--- config.mk ---
export PLATFORM = sky130hd
export DESIGN_NAME = trigger_ctrl
export DESIGN_NICKNAME = d
export VERILOG_FILES = /design/src/rtl/trigger_ctrl.sv
export SDC_FILE = /design/constraint.sdc
export NUM_CORES = 1
export LEC_CHECK = 0
export BUFFER_PORTS_ARGS = -buffer_cell sky130_fd_sc_hd__buf_2
export CAP_MARGIN = 40
export CORE_ASPECT_RATIO = 1.2
export CORE_MARGIN = 2
export CORE_UTILIZATION = 55
export CTS_CLUSTER_SIZE = 16
export DETAILED_ROUTE_END_ITERATION = 16
export PLACE_DENSITY = 0.79
export SETUP_SLACK_MARGIN = 0.4
export SLEW_MARGIN = 20
export SYNTH_ARGS = -nofsm -noshare
export SYNTH_HDL_FRONTEND = slang
export SYNTH_SLANG_ARGS = --single-unit
--- constraint.sdc ---
create_clock -name clk -period 3.1 [get_ports clk]
set_input_delay 0.62 -clock clk [delete_from_list [all_inputs] [get_ports clk]]
set_output_delay 0.62 -clock clk [all_outputs]
set_load 0.005 [all_outputs]
--- src/rtl/trigger_ctrl.sv ---
// Start-trigger controller: holds the CPU under test in reset until a masked,
// debounced trigger is accepted, then releases it for a one-shot or bounded run.

module trig_lane (
  input  logic trigger,
  input  logic mask,
  output logic hit
);
  assign hit = trigger & mask;
endmodule

module trigger_ctrl #(
  parameter int N_TRIG      = 1,
  parameter int DEBOUNCE    = 1,
  parameter int START_DELAY = 0,
  parameter int RUN_W       = 16
) (
  input  logic              clk,
  input  logic              rst,
  input  logic [N_TRIG-1:0] trigger,
  input  logic [N_TRIG-1:0] trig_mask,
  input  logic              mode,
  input  logic [RUN_W-1:0]  run_len,
  input  logic              rearm,
  output logic              triggerRst,
  output logic              running,
  output logic [N_TRIG-1:0] trig_src,
  output logic [RUN_W-1:0]  run_count
);

  localparam logic [1:0] S_IDLE  = 2'd0;
  localparam logic [1:0] S_QUAL  = 2'd1;
  localparam logic [1:0] S_DELAY = 2'd2;
  localparam logic [1:0] S_RUN   = 2'd3;

  localparam int DBW = (DEBOUNCE > 1) ? $clog2(DEBOUNCE + 1) : 1;
  localparam int DLW = (START_DELAY > 1) ? $clog2(START_DELAY + 1) : 1;
  localparam logic [DBW-1:0] DEB_LAST = DBW'(DEBOUNCE - 1);
  localparam logic [DLW-1:0] DLY_LAST = DLW'((START_DELAY > 0) ? START_DELAY - 1 : 0);

  typedef struct packed {
    logic             mode;
    logic [RUN_W-1:0] len;
  } run_cfg_t;

  logic [1:0]        state, state_n;
  logic [DBW-1:0]    deb_cnt, deb_n;
  logic [DLW-1:0]    dly_cnt, dly_n;
  logic              armed, armed_n;
  run_cfg_t          cfg;
  logic [N_TRIG-1:0] hit;
  logic              q, accept, take, expire;

  for (genvar g = 0; g < N_TRIG; g++) begin : g_lane
    trig_lane u_lane (
      .trigger (trigger[g]),
      .mask    (trig_mask[g]),
      .hit     (hit[g])
    );
  end

  assign q = |hit;

  always_comb begin
    expire = (state == S_RUN) && cfg.mode && (cfg.len != '0) &&
             (run_count == cfg.len - RUN_W'(1));
    accept = ((state == S_IDLE) && armed && q && (DEBOUNCE == 1)) ||
             ((state == S_QUAL) && q && (deb_cnt == DEB_LAST));
    take   = accept && !rearm;

    state_n = state;
    deb_n   = deb_cnt;
    dly_n   = dly_cnt;
    if (rearm) begin
      state_n = S_IDLE;
      deb_n   = '0;
      dly_n   = '0;
    end else if (expire) begin
      state_n = S_IDLE;
    end else if (accept) begin
      state_n = (START_DELAY > 0) ? S_DELAY : S_RUN;
      deb_n   = '0;
      dly_n   = '0;
    end else begin
      case (state)
        S_IDLE: begin
          // an unarmed IDLE ignores a trigger level still held from the last run
          if (armed && q) begin
            state_n = S_QUAL;
            deb_n   = DBW'(1);
          end
        end
        S_QUAL: begin
          if (!q) begin
            state_n = S_IDLE;
            deb_n   = '0;
          end else begin
            deb_n = deb_cnt + DBW'(1);
          end
        end
        S_DELAY: begin
          if (dly_cnt == DLY_LAST) begin
            state_n = S_RUN;
            dly_n   = '0;
          end else begin
            dly_n = dly_cnt + DLW'(1);
          end
        end
        default: ;
      endcase
    end

    if (rearm || expire) armed_n = 1'b0;
    else if (!q)         armed_n = 1'b1;
    else                 armed_n = armed;
  end

  always_ff @(posedge clk) begin
    if (rst) begin
      state     <= S_IDLE;
      deb_cnt   <= '0;
      dly_cnt   <= '0;
      armed     <= 1'b1;
      cfg       <= '0;
      trig_src  <= '0;
      run_count <= '0;
    end else begin
      state   <= state_n;
      deb_cnt <= deb_n;
      dly_cnt <= dly_n;
      armed   <= armed_n;
      if (take) begin
        trig_src <= hit;
        cfg.mode <= mode;
        cfg.len  <= run_len;
      end
      // count restarts on RUN entry; the expiry edge holds the final value
      if (state_n == S_RUN && state != S_RUN)
        run_count <= '0;
      else if (state == S_RUN && state_n == S_RUN && run_count != '1)
        run_count <= run_count + RUN_W'(1);
    end
  end

  assign triggerRst = (state != S_RUN);
  assign running    = (state == S_RUN);

endmodule

==> results of run 1 <==
layout by cell type, fill, tap and decap left out, drive strengths merged, types with 3 or more instances in the layout:
master / n
nor2: 28
nand2: 49
o21ai: 3
a211oi: 5
a21oi: 28
inv: 5
xor2: 6
nor3: 8
nand3: 7
a2111oi: 4
a31o: 6
buf: 42
or2: 4
clkbuf: 7
nor2b: 5
xnor2: 19
and3: 6
nand4: 6
a31oi: 3
dfxtp: 38
flip-flops by register name (all words and copies together) (netlist names):
name / count
armed: 1
deb_cnt: 1
cfg: 17
state: 2
trig_src: 1
run_count: 16
metal layers:
metal	global-route usage	vias up
met5	0	-
met4	0.106	0
met3	0.0567	11
met2	0.370	59
met1	0.320	967
li1	-	1039
stage by stage:
step | utilization | cell area [sq um] | std cells | setup slack (ns)
2_1_floorplan | - | 2170 | 275 | 0.732
3_3_place_gp | 0.622 | 2390 | 357 | 0.514
3_5_place_dp | 0.622 | 2390 | 357 | 0.474
4_1_cts | 0.642 | 2470 | 364 | 0.460
5_1_grt | 0.652 | 2510 | 365 | 0.358
6_report | 0.652 | 2510 | 365 | 0.499
cell families (layout without fill, tap and decap cells):
kind of cell,count (synthesis),in the layout,share of synthesized area
and+or+nand+nor,126,126,0.293
AOI/OAI and AO/OA,64,64,0.203
muxes,2,2,0.00923
buffers and inverters,18,54,0.0317
DFF,38,38,0.351
xor gates and xnor gates,25,25,0.101
adders and majority gates,2,2,0.0115
area by class of cell:
cell class,count,area (sq um)
clock buffers,7,76.3
fillers,369,1340
inverters,5,18.8
multi-input cells,219,1370
flip-flops and latches,38,763
well taps,54,67.6
repair buffers,42,219
synth_stat cells (all sizes together) (2+ instances only):
| library cell | n |
|---|---|
| a21oi | 28 |
| a2111oi | 4 |
| mux2i | 2 |
| nor2b | 5 |
| inv | 5 |
| or4 | 2 |
| nand4 | 6 |
| clkbuf | 12 |
| o21ai | 3 |
| xnor2 | 19 |
| nand3 | 7 |
| a211o | 2 |
| a31oi | 3 |
| a211oi | 5 |
| nor2 | 28 |
| xor2 | 6 |
| or2 | 4 |
| and3 | 6 |
| nor3 | 8 |
| nor4b | 2 |
| a41o | 2 |
| ha | 2 |
| nor4 | 2 |
| dfxtp | 38 |
| a31o | 6 |
| o211ai | 2 |
| nand2 | 49 |
| a21o | 2 |
worst min path at each step:
stage	from	to	slack [ns]	cells after the start
floorplan	cfg[16]	cfg[16]	0.44	2
global placement	trig_src	trig_src	0.45	2
detailed placement	trig_src	trig_src	0.45	2
CTS	trig_src	trig_src	0.47	2
global route	trig_src	trig_src	0.49	2
finish	trig_src	trig_src	0.46	2
critical path, cell delays in order (launching register included):
cell       delay (ns)
dfxtp_1          0.39
nor4_4           0.43
a21bo_2          0.22
o21ai_0          0.10
a22oi_1          0.29
nor4b_4          0.09
buf_6            0.15
a2111oi_0        0.55
nor2_1           0.11
a21o_1           0.18
power groups by stage:
stage,clock network [W],logic [W],registers [W]
2_1_floorplan,0,0.0000983,0.000516
4_1_cts,0.000322,0.000129,0.000508
6_report,0.000317,0.000134,0.000508
3_3_place_gp,0,0.000127,0.000519
3_5_place_dp,0,0.000129,0.000519
5_1_grt,0.000341,0.000150,0.000510
timing repair:
| item | 4_1_cts | 5_1_grt |
|---|---|---|
| hold buffers | 0 | 0 |
| gates resized for setup | 0 | 9 |
| setup buffers | 0 | 1 |
| endpoints found under the setup margin | 0 | 17 |
==> run_results.csv, run 1 <==
group,metric,value,unit
routing,via_per_inst,5.69,
finish,areaGrowthSynthToFinish,15.8,%
synth,yosysSeqAreaShare,0.351,
floorplan,die_x,61.3,um
grt,overflow,0,
synth,yosysTopAreaCellShare,0.351,
grt,first_global_vias,1768,
floorplan,die_h,72.8,um
routing,drc,0,
synth,post-synth-top-area-cell,"dfxtp_1",
timing,period_needed,2.60,ns
pwr,leakage,1.02,nW
outcome,status,"finished, final reports clean",
critical_path,start_kind,"flip-flop",
pwr,vdd_drop_max,0.344,mV
synth,synth-edff-count,0,
routing,wl,5.13,mm
min_path,hold_class,"reg2reg",
critical_path,r2r_slack,0.50,ns
floorplan,coreArea,0.00385,sq mm
critical_path,worstRegToRegCells,9,
synth,syn_area,0.00217,sq mm
floorplan,start_util,0.564,
finish,fin_nets,335,
synth,synth_flop_cell,"dfxtp_1",
grt,grt_pass1_wl,8.05,mm
routing,ant_nets,0,
timing,fin_skew,0.00536,ns
routing,maxUsedRoutingLayer,"met4",
synth,synth.area.top_cells,"dfxtp_1, nand2_1, xnor2_1, a21oi_1, nor2_1",
pwr,combPwrFrac,0.140,
placed_design,routabilityCongestion,0.802,
clocking,clk-insertion-delay-late,0.29,ns
clocking,cts_tree,"built",
clocking,ctsRootBufferMaster,"clkbuf_8",
synth,synthCells,275,
routing,via_count,2076,
synth,synth.avg_cell_area,7.88,sq um
pwr,seqPwrFrac,0.530,
critical_path,cp-endpoint,"run_count[15]",
pwr,netSwitchingFraction,0.260,
critical_path,crit_required,3.28,ns
floorplan,die_area,0.00446,sq mm
critical_path,cp-end-kind,"flip-flop",
clocking,cts.sinks,38,
routing,wl_per_cell,14.0,um
critical_path,critPathMaxFanout,9,
critical_path,cp.arrival,2.78,ns
timing,period_share,0.839,
pwr,power_density,382,mW/mm^2
timing,slew_headroom,0.616,
timing,slew_violations,0,
floorplan,num_rows,25,
routing,dr.pass1.iters,4,
timing,worst_slew_pin_slew,0.561,ns
routing,wl_met3,249,um
synth,async_flop_share,0,
synth,ys_warn_count,0,
routing,wl_met2,2.54,mm
routing,drt_iter0_drc,88,
clocking,clock_path_buffers,2,
critical_path,worstSetupPathType,"reg2reg",
grt,track_usage,0.242,
routing,wl_met1,2.25,mm
critical_path,crit_start,"cfg[3]",
clocking,cts.htree.levels,2,
timing,holdWs,0.463,ns
timing,setup_tns,0,ns
critical_path,reg2reg_from,"cfg[3]",
grt,grt_max_degree,25,
placed_design,io_buffer_count,40,
floorplan,ios,41,
synth,ys_types,50,
pwr,p_int,0.000711,W
critical_path,r2r_end,"run_count[15]",
pwr,finalPower,0.000960,W
synth,synth-seq-cells,38,
finish,antennaDiodeCount,0,
timing,hold_viol,0,
synth,syn_nets,299,
placed_design,dpl.hpwl,3.74,mm
pwr,p_clk_frac,0.330,
clocking,cts_made_buffers,5,
grt,grt_antenna_before_repair,0,
pwr,power.switching,0.000249,W
finish,drive_above_1_share,0.219,
timing,fmax,385,MHz
timing,setup_viol,0,
clocking,clk_pin_slew,0.07,ns
timing,grt_setup_unrepaired,"true",
run,drv_cap,0,
Power figures use the tool's default switching activity.
==> inputs of run 2 (changes only) <==
- ABC_AREA: unset -> 1
- CORE_UTILIZATION: 55 -> 51
- PLACE_DENSITY: 0.79 -> 0.76
- clock period: 3.1 -> 2.39 ns (I/O delays scaled with it)
==> run_results.csv, run 2 <==
group,metric,value,unit
critical_path,cp-end-kind,"flip-flop",
critical_path,cp.arrival,2.24,ns
pwr,leakage,1.38,nW
routing,drc,0,
timing,period_share,0.844,
synth,synth-seq-cells,38,
clocking,clock_path_buffers,2,
finish,multi_input_comb_area,0.00168,sq mm
critical_path,critPathMaxFanout,8,
pwr,netSwitchingFraction,0.331,
clocking,cts_tree,"built",
floorplan,die_area,0.00559,sq mm
grt,first_global_vias,2459,
finish,antennaDiodeCount,0,
clocking,clk_pin_slew,0.09,ns
finish,fillers,453,
timing,hold_viol,0,
timing,worst_slew_pin_slew,0.810,ns
routing,via_per_inst,5.30,
timing,period_needed,2.02,ns
synth,yosys-top-cells-count,"nand2_1, nor2_1, dfxtp_1, inv_1, o21ai_0",
floorplan,die_h,81.5,um
floorplan,coreArea,0.00487,sq mm
pwr,finalPower,0.00149,W
finish,regMostFlops,"cfg",
pwr,seqPwrFrac,0.454,
timing,setup_tns,0,ns
min_path,min_from,"rst",
pwr,p_int,0.000995,W
grt,grt_antenna_before_repair,0,
routing,ant_nets,0,
synth,synth.area.top_cells,"dfxtp_1, nand2_1, nor2_1, inv_1, xor2_1",
outcome,status,"finished, final reports clean",
synth,yosysSeqAreaShare,0.298,
clocking,hold_buffers,0,
critical_path,start_kind,"flip-flop",
clocking,cts.sinks,38,
synth,async_flop_share,0,
finish,areaGrowthSynthToFinish,21.0,%
finish,stdcell_area,0.00309,sq mm
timing,grt_setup_unrepaired,"true",
grt,overflow,0,
clocking,cts.htree.levels,2,
finish,layout_commonest_cell,"nand2_1",
floorplan,num_rows,28,
finish,final_cell_mix,"nand2_1, nor2_1, buf_2, inv_1, dfxtp_1",
placed_design,routabilityCongestion,0.896,
grt,track_usage,0.254,
finish,reg_top3,"cfg (17), run_count (16), state (2)",
pwr,vdd_drop_max,0.329,mV
synth,syn_nets,406,
floorplan,start_util,0.524,
clocking,ctsRootBufferMaster,"clkbuf_8",
finish,largest_register_ff_count,17,
timing,slew_violations,0,
min_path,hold_class,"in2reg",
placed_design,io_buffer_count,40,
pwr,p_clk_frac,0.307,
critical_path,crit_start,"cfg[0]",
timing,fmax,496,MHz
synth,post-synth-top-area-cell,"dfxtp_1",
routing,wl,6.62,mm
timing,fin_skew,0.00845,ns
critical_path,reg2reg_from,"cfg[0]",
placed_design,dpl-instance-area,0.00284,sq mm
routing,wl_per_cell,13.3,um
clocking,cts_made_buffers,5,
placed_design,dpl.hpwl,4.90,mm
routing,drt_iter0_drc,114,
synth,synth.avg_cell_area,6.69,sq um
synth,synth_flop_cell,"dfxtp_1",
finish,fin_nets,461,
floorplan,ios,41,
pwr,combPwrFrac,0.239,
finish,drive_above_1_share,0.272,
clocking,clk-insertion-delay-late,0.30,ns
synth,ys_warn_count,0,
synth,synth-edff-count,0,
synth,synthCells,382,
routing,via_count,2638,
synth,ys_types,32,
critical_path,crit_required,2.62,ns
critical_path,worstSetupPathType,"reg2reg",
pwr,power.switching,0.000492,W
synth,syn_area,0.00255,sq mm
timing,slew_headroom,0.459,
grt,grt_pass1_wl,10.9,mm
routing,dr.pass1.iters,4,
synth,yosysTopAreaCellShare,0.298,
floorplan,die_x,68.6,um
finish,seqCellArea,764,sq um
run,drv_cap,0,
grt,grt_max_degree,24,
pwr,power_density,481,mW/mm^2
timing,setup_viol,0,
synth,yosysMostFrequentCell,"nand2_1",
==> run 2: cell types whose count changed after synthesis, moves of 6 or more <==
cell | before | now
nand2_1 | 49 | 84
inv_1 | 5 | 38
nor2_1 | 28 | 51
o21ai_0 | 3 | 23
nand3_1 | 7 | 18
nand4_1 | 6 | 17
nor2_2 | 0 | 11
xnor2_1 | 19 | 8
xor2_1 | 6 | 16
a21oi_1 | 27 | 18
a21oi_2 | 1 | 10
nand2_2 | 0 | 7
and3_1 | 6 | 0
==> run 2: repair_timing <==
| action | CTS | global route |
|---|---|---|
| cloned | 2 | 0 |
| resized for setup | 10 | 8 |
| hold endpoints to repair | 0 | 0 |
| pin swaps | 4 | 3 |
| endpoints found under the setup margin | 19 | 31 |
| setup buffers | 6 | 1 |
==> run 2: path summary, 6_finish.rpt <==
path / cells after the start / end / slack [ns]
min: 2 / trig_src / 0.35
min reg2reg: 2 / deb_cnt / 0.48
max reg2reg: 11 / run_count[3] / 0.37
max: 11 / run_count[3] / 0.37
==> run 2: kinds of logic (layout without fill, tap and decap cells) <==
| family | Yosys count | count (layout) | share of synthesized area |
|---|---|---|---|
| simple gates | 213 | 215 | 0.404 |
| compound gates | 53 | 53 | 0.123 |
| buf+inv | 52 | 106 | 0.0828 |
| flops | 38 | 38 | 0.298 |
| xor+xnor | 24 | 24 | 0.0823 |
| fa+ha+maj | 2 | 2 | 0.00980 |
==> run 2: critical path, stage by stage (launching register included) <==
cell      delay (ns)
dfxtp_2         0.35
inv_2           0.06
ha_4            0.26
xor2_1          0.15
nand3_1         0.09
nor2_1          0.09
nand3_1         0.09
nor2_2          0.15
nand4_4         0.23
nand3b_4        0.23
nand2_8         0.10
a21oi_2         0.14
==> run 2: area by class of cell <==
type | count | share of cell area
clock buffer | 5 | 0.0223
timing repair buffer | 56 | 0.104
multi-input combinational | 294 | 0.543
tap | 60 | 0.0243
sequential | 38 | 0.247
clock inverter | 3 | 0.00689
inverter | 42 | 0.0522
==> run 2: routing by layer <==
layer,wire length [um],part of all wire,global-route usage,vias up
met3,347,0.052,0.0452,12
li1,-,-,-,1347
met2,3410,0.51,0.454,68
met5,0,0,0,-
met4,160,0.024,0.0880,0
met1,2710,0.41,0.299,1211
==> run 2: power by group through the flow <==
stage / clock, W / sequential (W) / combinational (W)
3_5_place_dp: 0 / 0.000689 / 0.000331
3_3_place_gp: 0 / 0.000689 / 0.000323
2_1_floorplan: 0 / 0.000684 / 0.000266
4_1_cts: 0.000462 / 0.000675 / 0.000352
6_report: 0.000456 / 0.000675 / 0.000355
5_1_grt: 0.000483 / 0.000679 / 0.000403
==> run 2: through the flow <==
| step | instances | utilization | hold slack, ns | worst slack (ns) |
|---|---|---|---|---|
| 2_1_floorplan | 382 | - | 0.430 | 0.518 |
| 3_3_place_gp | 481 | 0.584 | 0.454 | 0.252 |
| 3_5_place_dp | 481 | 0.584 | 0.468 | 0.153 |
| 4_1_cts | 497 | 0.628 | 0.349 | 0.409 |
| 5_1_grt | 498 | 0.634 | 0.345 | 0.265 |
| 6_report | 498 | 0.634 | 0.351 | 0.374 |
==> inputs of run 3 (changes only) <==
- CORE_UTILIZATION: 51 -> 57
- PLACE_DENSITY: 0.76 -> 0.8
- clock period: 2.39 -> 2 ns (I/O delays scaled with it)
==> run_results.csv, run 3 (synthesis gave the netlist of run 2 again) <==
group,metric,value,unit
floorplan,ios,41,
critical_path,cp.arrival,2.20,ns
finish,seqCellArea,767,sq um
floorplan,num_rows,26,
pwr,vdd_drop_max,0.515,mV
timing,fin_skew,0.00463,ns
finish,antennaDiodeCount,0,
min_path,hold_depth,2,
clocking,cts_made_buffers,5,
routing,drc,0,
critical_path,start_kind,"flip-flop",
floorplan,die_x,65.1,um
min_path,hold_class,"in2reg",
timing,period_share,1.00,
grt,grt_max_degree,28,
finish,layout_commonest_cell,"nand2_1",
clocking,cts.sinks,38,
grt,overflow,0,
grt,grt_antenna_before_repair,0,
finish,largest_register_ff_count,17,
timing,fmax,500,MHz
timing,grt_setup_unrepaired,"true",
placed_design,pre_cts_slack,0.0469,ns
outcome,status,"finished, final reports clean",
clocking,clk-insertion-delay-late,0.30,ns
routing,via_per_inst,5.53,
timing,setup_ws,0.000965,ns
floorplan,start_util,0.595,
placed_design,dpl.hpwl,4.88,mm
pwr,finalPower,0.00207,W
timing,worst_slew_pin_slew,0.525,ns
run,drv_cap,0,
clocking,clk_pin_slew,0.08,ns
timing,setup_viol,0,
critical_path,cp-end-kind,"flip-flop",
clocking,cts.htree.levels,2,
timing,hold_viol,0,
floorplan,coreArea,0.00429,sq mm
timing,slew_violations,0,
critical_path,worstSetupPathType,"reg2reg",
finish,multi_input_comb_area,0.00170,sq mm
timing,setup_tns,0,ns
critical_path,worstRegToRegCells,11,
pwr,power_density,646,mW/mm^2
routing,via_count,2765,
grt,track_usage,0.285,
floorplan,die_h,77.3,um
placed_design,io_buffer_count,40,
clocking,cts_tree,"built",
finish,regMostFlops,"cfg",
finish,reg_top3,"cfg (17), run_count (16), state (2)",
finish,fillers,344,
routing,wl,7.25,mm
routing,dr.pass1.iters,5,
finish,drive_above_1_share,0.288,
critical_path,crit_required,2.20,ns
clocking,post_cts_buffers,0,
placed_design,routabilityCongestion,0.932,
grt,first_global_vias,2533,
timing,slew_headroom,0.650,
finish,finalCoreUtilization,0.745,
pwr,leakage,1.43,nW
finish,final_cell_mix,"nand2_1, nor2_1, buf_2, inv_1, dfxtp_1",
routing,ant_nets,0,
finish,fin_nets,467,
routing,wl_per_cell,14.5,um
routing,drt_iter0_drc,212,
critical_path,critPathMaxFanout,9,
clocking,hold_buffers,0,
clocking,clock_path_buffers,2,
floorplan,die_area,0.00503,sq mm
grt,grt_pass1_wl,11.3,mm
clocking,ctsRootBufferMaster,"clkbuf_8",
timing,period_needed,2.00,ns
timing,holdWs,0.256,ns
finish,areaGrowthSynthToFinish,25.3,%
run 3: cell count changes in the layout (fill, tap and decap cells not counted), moves of 2 or more:
cell	before	now
nor2_4	4	7
buf_4	16	20
nor2_2	14	10
clkinvlp_4	2	0
dfxtp_2	3	5
bufinv_16	0	2
dfxtp_1	35	33
run 3: metrics by stage:
stage	cell area [sq um]	instances
after global placement	2950	488
after CTS	3140	498
after floorplan	2590	382
final	3200	500
after global routing	3200	500
after detailed placement	2950	488
run 3: power breakdown:
part,internal [W],leakage [nW],switching [W]
clock,0.000500,0.0683,0.000313
sequential,0.000780,0.311,0.0000275
combinational,0.000163,1.05,0.000285
total,0.00144,1.43,0.000625
run 3: worst paths after layout:
| path | slack [ns] | end | start |
|---|---|---|---|
| min reg2reg | 0.47 | deb_cnt | deb_cnt |
| min | 0.26 | trig_src | rst |
| max | 0.001 | run_count[6] | cfg[0] |
| max reg2reg | 0.001 | run_count[6] | cfg[0] |
run 3: final cells by class:
class                      instances  share of cell area
clock inverter                     3              0.0215
timing repair buffer              60               0.110
sequential                        38               0.240
tap                               56              0.0219
clock buffer                       5              0.0215
timing repair inverter             1             0.00156
inverter                          42              0.0516
multi-input combinational        295               0.533
run 3: timing repair:
item                       in CTS  in global routing
cloned                          2                  2
pin swaps                       5                  7
gates resized for setup         8                 10
setup endpoints to repair      20                 29
run 3: routing by layer:
metal  share of wire  up-vias  wire length [um]  global-route usage
met4           0.032        0               231               0.127
met3           0.065       23               468              0.0557
met5               0        -                 0                   0
li1                -     1361                 -                   -
met2            0.50      127              3590               0.496
met1            0.41     1254              2960               0.334
run 3: critical path: stages (launching register included):
cell and delay [ns]:
dfxtp_2 0.36, inv_4 0.05, ha_4 0.25, xor2_1 0.14, nand3_1 0.08, nor2_1 0.10, nand3_1 0.13, nor2_4 0.19
nand4_4 0.17, buf_4 0.23, nand4_1 0.12, a21oi_2 0.07
